--- src/rtl/debounce.sv ---
// Switch/button debouncer: two-flop synchroniser feeding a stability FSM.
// q moves only after the synchronised input holds a new level STABLE_CNT cycles.
module debounce #(
  parameter int STABLE_CNT = 16,
  parameter int CNT_W      = 8
) (
  input  logic clk,
  input  logic rst_n,
  input  logic d,
  output logic q,
  output logic rise,
  output logic fall
);

  typedef enum logic [1:0] {
    LO,
    WAIT_HI,
    HI,
    WAIT_LO
  } state_t;

  localparam logic [CNT_W-1:0] LAST = CNT_W'(STABLE_CNT - 1);
  localparam logic [CNT_W-1:0] ONE  = CNT_W'(1);

  state_t           state, state_nx;
  logic [CNT_W-1:0] cnt, cnt_nx;
  logic             s1, s2;
  logic             q_nx, rise_nx, fall_nx;

  always_ff @(posedge clk or negedge rst_n) begin
    if (!rst_n) begin
      s1 <= 1'b0;
      s2 <= 1'b0;
    end else begin
      s1 <= d;
      s2 <= s1;
    end
  end

  always_ff @(posedge clk or negedge rst_n) begin
    if (!rst_n) begin
      state <= LO;
      cnt   <= '0;
      q     <= 1'b0;
      rise  <= 1'b0;
      fall  <= 1'b0;
    end else begin
      state <= state_nx;
      cnt   <= cnt_nx;
      q     <= q_nx;
      rise  <= rise_nx;
      fall  <= fall_nx;
    end
  end

  // Any sample back at the current q level aborts the pending change.
  always_comb begin
    state_nx = state;
    cnt_nx   = '0;
    q_nx     = q;
    rise_nx  = 1'b0;
    fall_nx  = 1'b0;
    unique case (state)
      LO: begin
        if (s2) begin
          state_nx = WAIT_HI;
          cnt_nx   = ONE;
        end
      end
      WAIT_HI: begin
        if (!s2) begin
          state_nx = LO;
        end else if (cnt == LAST) begin
          state_nx = HI;
          q_nx     = 1'b1;
          rise_nx  = 1'b1;
        end else begin
          cnt_nx = cnt + ONE;
        end
      end
      HI: begin
        if (!s2) begin
          state_nx = WAIT_LO;
          cnt_nx   = ONE;
        end
      end
      WAIT_LO: begin
        if (s2) begin
          state_nx = HI;
        end else if (cnt == LAST) begin
          state_nx = LO;
          q_nx     = 1'b0;
          fall_nx  = 1'b1;
        end else begin
          cnt_nx = cnt + ONE;
        end
      end
      default: begin
        state_nx = LO;
        q_nx     = 1'b0;
      end
    endcase
  end

endmodule

--- config.mk ---
export PLATFORM = sky130hd
export DESIGN_NAME = debounce
export DESIGN_NICKNAME = d
export VERILOG_FILES = /design/src/rtl/debounce.sv
export SDC_FILE = /design/constraint.sdc
export NUM_CORES = 1
export LEC_CHECK = 0
export ABC_AREA = 1
export CORE_UTILIZATION = 30
export DETAILED_ROUTE_END_ITERATION = 10
export HOLD_SLACK_MARGIN = 0.1
export PLACE_DENSITY = 0.51
export SYNTH_ARGS = -nofsm -noshare
export SYNTH_HDL_FRONTEND = slang
export SYNTH_SLANG_ARGS = --single-unit
--- constraint.sdc ---
create_clock -name clk -period 1.5 [get_ports clk]
set_input_delay 0.375 -clock clk [delete_from_list [all_inputs] [get_ports clk]]
set_output_delay 0.375 -clock clk [all_outputs]
set_load 0.03 [all_outputs]
# == Word-level counts from Yosys, hierarchy flattened ==
# Cells that the tools add are included.
# W data, S select, Z words.
# word_totals
reg_bits,15
in_bits,3
output_inout_bits,3
# classes
n_reduce_logical,4
add_sub_neg,1
eq_ne,12
muxes,23
# op_table
operator,n
$pmux W8 S4,1
$mux W8,3
$mux W2,6
$ne A2 B2 Y1 const B,6
$mux W1,11
$add A8 B1 Y8 const B,1
$eq A8 B4 Y1 const B,1
$pmux W2 S4,1
$ne A3 B3 Y1 const B,2
$reduce_and A5 Y1,1
$eq A2 B2 Y1 const B,2
$reduce_and A4 Y1,1
$eq A2 B1 Y1 const B,1
$logic_not A2 Y1,1
$pmux W1 S2,1
$reduce_bool A2 Y1,1

# == Longest topological paths before layout ==
# logic_depth
ltp_word,4
mapped_depth,8
depth_no_buf,8

# == Worst setup path before layout ==
# Ideal clock, no wire load.
# synth_path
kind,flip-flop to flip-flop
start,reg cnt[0]
end,reg with a tool-made name
path_slack_ns,0.289
path_stages_with_launch,9
arrival_ns,1.094
period_less_slack_ns,1.211
path_buffers,0
path_cell_list,dfrtp_1 > ha_1 > nand2_1 > nor2_4 > nand3_4 > nand2_4 > nand2_1 > nand2_1 > nand2_1
# synth_rtl
item,line_no,rtl
"start, declared",26,"logic [CNT_W-1:0] cnt, cnt_nx;"
"start signal, assigned",49,cnt <= cnt_nx;

# == Worst setup path in the final report ==
# layout_path
start,reg q
end,out q
# layout_rtl
item,line_no,rtl
"start, declared",10,"output logic q,"
"start signal, assigned",50,q <= q_nx;
# No word-level cell between the ends.

==> out/qor.csv <==
metric,value,unit
critical_path_class,flop to primary output,
total_power,988,µW
first_pass_iters,4,
critPathMaxStageDelay,390,ps
grt_setup_unrepaired,no,
switching_share,33.9,%
cts_max_level,1,
grt_util_all_layers,12.2,%
num-nets-final,91,
io_buffers,5,
drv_cap,0,
clockBufferDepth,2,
fmax,0.717,GHz
async_reset_ff_share,100,%
nFillCells,247,
drt-total-wl,1.14,mm
placementRows,17,
die_h,50.7,µm
ant_nets,0,
p_leak,0.000380,µW
drt_iter0_drc,6,
worstMarginPinSlew,295,ps
required,1120,ps
yosys_register_bits,15,
viasPerCell,4.32,
cellPowerDensity,1190,nW/µm²
p_sw,335,µW
clk_pin_slew,90,ps
start_kind,flop,
crit_chain,dlygate4sd2_1,
p_clk_share,24.4,%
clockRootBuffer,clkbuf_4,
register_area,375,µm²
grt_pass1_wl,2.19,mm
arrival,1020,ps
fin_skew,6.34,ps
fin_crit_sh,93.0,%
grt_max_degree,16,
dp_hpwl,785,µm
slew_headroom,80.4,%
syn_inst,76,
crit_family,buffers and inverters,
syn_area_per_cell,9.37,µm²
layout-drive-gt1-share,17.4,%
dieArea,2570,µm²
comb_power_share,23.2,%
synth_edf_count,0,
syn_to_final_growth,16.2,%
die_x,50.7,µm
gp_congestion,0.726,
route.detailed.drc,0,
cts_made_buffers,3,
synth_area_leaders,"dfrtp_1 (53%), nor2_1 (6.3%), nand2_1 (5.8%), inv_1 (4.7%), nand3_1 (4.2%)",
synth_top_cell_by_area,dfrtp_1,
synth_top_area_share,52.7,%
ys_types,22,
core-area,2230,µm²
maxSlewViolCount,0,
status,"finished, final reports clean",
synthFlopType,dfrtp_1,
cp_slowest_cell,dlygate4sd2_1,
synth_fp_nets,80,
cts_tree,yes,
antenna_found_initial,0,
diodes,0,
stdcell_area,827,µm²
dr_total_vias,493,
worst-path-buf-inv,1,
hold_path_class,flop to flop,
cts_sinks,15,
hold_violations,0,
multi_input_area,299,µm²
grt_pass1_vias,506,
cp-end-kind,primary output,
insertion_delay,290,ps
synth_area,712,µm²
finalSetupViolations,0,
seqPwrFrac,52.5,%
ioPinCount,6,
yosysWarnings,0,
seq_area_frac_synth,52.7,%
final.setup.tns,0,ps
placed_cell_area,805,µm²
wl_per_cell,9.99,µm
critPathMaxFanout,2,
power.internal,653,µW
peakVddDrop,0.455,mV
grt-ovfl-total,0,
start_util,31.9,%
min_period,1390,ps
-- Yosys cell counts, types with 2 or more instances --
cell and n:
inv_1 9, a21oi_1 4, nor2_2 2, nand2_1 11
nand3_1 6, dfrtp_1 15, o21ai_0 2, nand3_2 2
nor2_1 12
-- layout make-up --
type / count / share of cell area [%]
Multi-Input combinational cell: 51 / 36.2
Clock buffer: 4 / 3.18
Tap cell: 28 / 4.24
Timing Repair Buffer: 6 / 6.51
Inverter: 10 / 4.54
Sequential cell: 15 / 45.4
-- metal layers --
layer | global-route usage (%) | part of all wire [%]
met5 | 0 | 0
met4 | 9.72 | 4.0
met3 | 2.73 | 3.4
met2 | 19.3 | 43
met1 | 14.0 | 50
-- worst register-to-register path, cell delays in order (launching register included) --
cell	delay, ps
dfrtp_1	370
ha_1	210
nand2_1	100
nor2_4	120
nand3_4	120
nand2_4	140
nand2_1	60
nand2_1	60
nand2_1	40
-- worst paths after layout --
check | slack, ps | depth (start not counted) | from | endpoint
worst min-delay path | 360 | 0 | s1 | s2
worst max-delay path | 110 | 1 | q | q
worst min register to register | 360 | 0 | s1 | s2
worst max register to register | 170 | 8 | cnt[0] | flop
max in group asynchronous | 940 | 2 | rst_n | state[0]
min in group asynchronous | 380 | 2 | rst_n | cnt[4]
-- registers in the layout, summed over array words and instances (netlist names), named ones only --
name,cells
cnt,8
fall,1
q,1
rise,1
s1,1
s2,1
state,1
-- power by group through the flow --
stage / Clock [µW] / Sequential, µW / Combinational (µW)
final: 241 / 518 / 229
after global routing: 262 / 530 / 271
after CTS: 250 / 518 / 237
after detailed placement: 0 / 525 / 236
after global placement: 0 / 526 / 231
after floorplan: 0 / 513 / 187
-- through the flow --
step / hold slack, ps / util, % / worst slack [ps] / instances
after global placement: 334 / 36.0 / 152 / 110
after detailed placement: 341 / 36.0 / 143 / 110
after floorplan: 79.4 / - / 289 / 76
after global routing: 387 / 37.0 / 25.1 / 114
after CTS: 362 / 37.0 / 88.6 / 114
final: 358 / 37.0 / 106 / 114
-- timing repair --
item / in CTS / in global routing
gates resized for setup: 3 / 0
endpoints found under the setup margin: 3 / 0
hold buffers: 0 / 0
setup buffers: 0 / 0
-- cell families after synthesis --
kind of cell	synth area share, %
AND/OR/NAND/NOR	31.3
buffers and inverters	5.27
AO/OA/AOI/OAI	6.50
flip-flops	52.7
XOR/XNOR	2.46
adder cells (fa/ha/maj)	1.76
-- placed cells by master, fill, tap and decap left out, types with 2 or more instances in the layout --
master	synthesis	routed
inv_1	9	9
nand2_1	11	11
nor2_2	2	2
clkbuf_4	0	3
nor2_1	12	12
o21ai_0	2	2
dfrtp_1	15	15
nand3_2	2	2
clkdlybuf4s50_1	0	2
dlygate4sd2_1	0	3
nand3_1	6	6
a21oi_1	4	4
Note: power is estimated with default switching activity, not from simulation.
==> patch 1, RTL diff (same flow settings) <==
Re-encode `state_t` (4 states) as Gray code, 2 bits wide.
--- a/src/rtl/debounce.sv
+++ b/src/rtl/debounce.sv
@@ -15,6 +15,6 @@
   typedef enum logic [1:0] {
-    LO,
-    WAIT_HI,
-    HI,
-    WAIT_LO
+    LO      = 2'b00,
+    WAIT_HI = 2'b01,
+    HI      = 2'b11,
+    WAIT_LO = 2'b10
   } state_t;
Check against the original RTL: no difference found for any inputs over 10 cycles, from zero or initial values and one cycle with rst_n low; not proved beyond that.
==> patch 1 against the unedited design <==
The flow now finishes with violations (design-rule violations). Wire length is 11% higher. Total power is 13% higher. Worst setup slack hardly changed. Sequential power is 3% lower. Cell area is 10% higher. Sequential cell count stayed put. Clock skew hardly changed. Synthesized area is 10% higher. Largest cell class unchanged. Largest power group unchanged. Highest routed layer is now met3.
==> patch 1: results (changes against the unedited design) <==
[synth]
synthFlopType = dfrtp_1
synthTopCellsByCount = 16 x nand2_1, 15 x dfrtp_1, 12 x inv_1
synth_area_leaders = dfrtp_1 48%, ha_1 8.0%, nand2_1 7.6%
synthCells = 84  ; +11%
syn-num-nets = 92  ; +15%
async_reset_ff_frac = 1.00  ; unchanged
yosysSeqAreaShare = 0.478  ; -0.0495
netlist-cell-type-count = 20  ; -9.1%
yosys_warnings = 0  ; unchanged

[detailed_routing]
via_per_inst = 4.37  ; +1.0%
wl_met2_um = 580  ; +19%
wl_per_cell_um = 10.1  ; +1.3%
top_layer = met3
m1WireLength_um = 653  ; +15%
post-route-drc-count = 2  ; +2
drtPass1Iterations = 7  ; +3
wl_met3_um = 31  ; -21%
drt_iter0_markers = 6  ; unchanged

[worst_setup_path]
r2r_end = cnt[2]
crit_family = buffers and inverters
max_stage_delay_ns = 0.39  ; about the same
crit_path_end = q
crit_required_ns = 1.12  ; about the same
reg2reg_slack_ns = 0.16
crit_start = q
path_max_fanout = 2  ; unchanged
crit-reg2reg-launch = state[1]
worstRegToRegCells = 5  ; -3
cp_slowest_cell = dlygate4sd2_1

[final_layout]
fill_cells = 268  ; +8.5%
fin_nets = 104  ; +14%
reg_top3 = cnt (8), state (2)
antenna_cells = 0  ; unchanged
fin_cells = 125  ; +9.6%
drive_above_1_share = 0.189  ; +0.0151

[sta]
drv_slew = 0  ; unchanged
hold_ws_ns = 0.367  ; +0.00869 ns
worstMarginPinSlew_ns = 0.312  ; +0.0168 ns
skew_ns = 0.00648  ; +0.000141 ns

[clocking]
cts-htree-levels = 1  ; unchanged
clkTransAtPathRegs_ns = 0.09  ; about the same
cts_setup_buffers = 0  ; unchanged
clock_tree.root_cell = clkbuf_4
cts_buffer_depth = 2  ; unchanged
clk-insertion-delay-late_ns = 0.28
cts_made_buffers = 3  ; unchanged

[global_routing]
antenna_found_initial = 0  ; unchanged
grt_max_degree = 16  ; unchanged
grt_usage = 0.113  ; -0.00926
grt_pass1_wl_mm = 2.18  ; -0.32%
grt_pass1_vias = 503  ; -0.59%

[min_path]
hold_class = reg2reg

[place]
io_buffers = 5  ; unchanged
dpl.hpwl_um = 935  ; +19%
placed_cells = 121  ; +10%
place_congestion = 0.680  ; -6.4%

[power_and_ir_drop]
p_leak_uw = 0.000434  ; +14%
vdd_drop_max_mv = 0.422  ; -7.3%

[run_status]
status = complete, but fails checks
violations = design-rule violations

[patch 1: final cells by class]
| class | count | share of cell area |
|---|---|---|
| Sequential cell | 15 | 0.412 |
| Multi-Input combinational cell | 56 | 0.397 |
| Timing Repair Buffer | 7 | 0.0673 |
| Inverter | 13 | 0.0536 |
| Tap cell | 30 | 0.0412 |
| Clock buffer | 4 | 0.0288 |
[patch 1: metal layers]
layer / track usage / vias to the layer above
met5: 0 / -
met4: 0.0526 / 0
met3: 0.0345 / 0
met2: 0.169 / 9
met1: 0.147 / 247
li1: - / 290
[patch 1: kinds of logic (layout without fill, tap and decap cells)]
| family | Yosys count | count (layout) | share of synthesized area |
|---|---|---|---|
| adder cells (fa/ha/maj) | 5 | 5 | 0.0796 |
| XOR/XNOR | 4 | 4 | 0.0446 |
| buffers and inverters | 13 | 24 | 0.0621 |
| AO/OA/AOI/OAI | 7 | 7 | 0.0541 |
| AND/OR/NAND/NOR | 40 | 40 | 0.282 |
| flip-flops | 15 | 15 | 0.478 |
[patch 1: how the worst min path moves through the flow]
stage / from / endpoint / cells after the start
4_1_cts: s1 / s2 / 0
3_5_place_dp: s1 / s2 / 0
2_1_floorplan: rst_n / cnt[0] / 0
6_report: s1 / s2 / 0
5_1_grt: s1 / s2 / 0
3_3_place_gp: s1 / s2 / 0
[patch 1: power by group]
part / internal, µW / switching, µW
registers: 455 / 46.2
logic: 153 / 230
clock network: 103 / 132
[patch 1: repair_timing]
| action | in CTS | in global routing |
|---|---|---|
| gates resized for setup | 3 | 0 |
| setup endpoints to repair | 3 | 1 |
| cloned | 0 | 0 |
| pin swaps | 0 | 1 |
[patch 1: per-stage QoR]
step                worst slack, ns  instance area (µm²)  utilization
floorplan                     0.273                  786            -
finish                        0.105                  911        0.368
global placement              0.141                  888        0.359
global route                 0.0145                  911        0.368
detailed placement            0.135                  888        0.359
CTS                          0.0896                  911        0.368
==> patch 2, RTL diff (config.mk and constraints unchanged) <==
Made on the original files. `CNT_W`: 8 -> 12.
--- a/src/rtl/debounce.sv
+++ b/src/rtl/debounce.sv
@@ -4,3 +4,3 @@
   parameter int STABLE_CNT = 16,
-  parameter int CNT_W      = 8
+  parameter int CNT_W      = 12
 ) (
Function: same outputs for any inputs over 10 cycles, from zero or initial values and one cycle with rst_n low; that may be too few to reach the edited logic, so the function may still have changed.
==> patch 2 against the unedited design <==
Sequential share of layout area is 3.6 points lower. Non-clock buffer count up 1. Cell area grew 38%. Sequential power rose by 2%. Synthesized area rose by 39%. Utilization decreased by 0.34 points. Wire length up 57%. Sequential cell count increased by 4. Worst setup slack lost 0.037 ns. Total power decreased by 14%. Worst hold slack improved by 0.017 ns.
==> patch 2: results (changes against the unedited design) <==
[detailed_routing]
drt_iter0_markers = 58  ; +52
wl_met2_um = 844  ; +74%
wl_met3_um = 77  ; +97%
m1WireLength_um = 861  ; +52%

[power_and_ir_drop]
vdd_drop_max_mv = 0.476  ; +4.6%
finalPower_uw = 849  ; -14%
power_frac_comb = 0.060  ; -0.172
p_leak_uw = 0.000561  ; +48%

[run_status]
status = finished clean

[global_routing]
grt_pass1_vias = 726  ; +43%
grt_max_degree = 20  ; +4
grt_use_met1 = 0.165  ; +0.0246
global_route.usage.met3 = 0.0480  ; +0.0208
met2_usage = 0.204  ; +0.0105
grt_pass1_wl_mm = 3.27  ; +50%

[worst_setup_path]
crit-reg2reg-launch = cnt[4]
worstRegToRegCells = 6  ; -2

[place]
place_congestion = 0.750  ; +3.2%
placed_cells = 171  ; +55%
dpl_worst_slack_ns = 0.134  ; -0.00865 ns
dpl.hpwl_mm = 1.39  ; +77%

[clocking]
clkTransAtPathRegs_ns = 0.12  ; +0.03 ns

[sta]
skew_ns = 0.00335  ; -0.00299 ns
finalCriticalPeriod_ns = 1.43  ; +0.0367 ns

[final_layout]
fill_cells = 345  ; +40%
ff_latch_area_um2 = 475  ; +27%
fin_nets = 136  ; +49%
drive_above_1_share = 0.160  ; -0.0141
fin_cells = 175  ; +54%
largest_reg_flops = 12  ; +4

[synth]
yosysSeqAreaShare = 0.480  ; -0.0468
syn_avg_cell_area_um2 = 8.25  ; -12%
syn-num-nets = 124  ; +55%

-- patch 2: changes by cell type in the layout (fill, tap and decap cells not counted), moves of 3 or more --
| cell | change |
|---|---|
| nand2_1 | +16 |
| nand4_1 | +4 |
| nand3_1 | +3 |
| inv_1 | +6 |
| a21oi_1 | -3 |
| nor3_4 | +3 |
| dfrtp_1 | +4 |
| nor2_1 | +9 |
-- patch 2: logic make-up after synthesis --
logic type,Yosys count,synth area share
AO/OA/AOI/OAI,4,0.0240
AND/OR/NAND/NOR,76,0.392
buffers and inverters,17,0.0645
adder cells (fa/ha/maj),1,0.0126
flip-flops,19,0.480
XOR/XNOR,3,0.0266
-- patch 2: cell type report --
class                   instances  area share
multi-input cells              84       0.398
flip-flops and latches         19       0.418
clock inverters                 1     0.00659
repair buffers                  7      0.0538
well taps                      44      0.0484
inverters                      17      0.0560
clock buffers                   3      0.0198
-- patch 2: what timing repair did --
item                                   CTS  global route
endpoints found under the hold margin    0             0
setup endpoints to repair                3             1
gates resized for setup                  3             2
pin swaps                                0             0
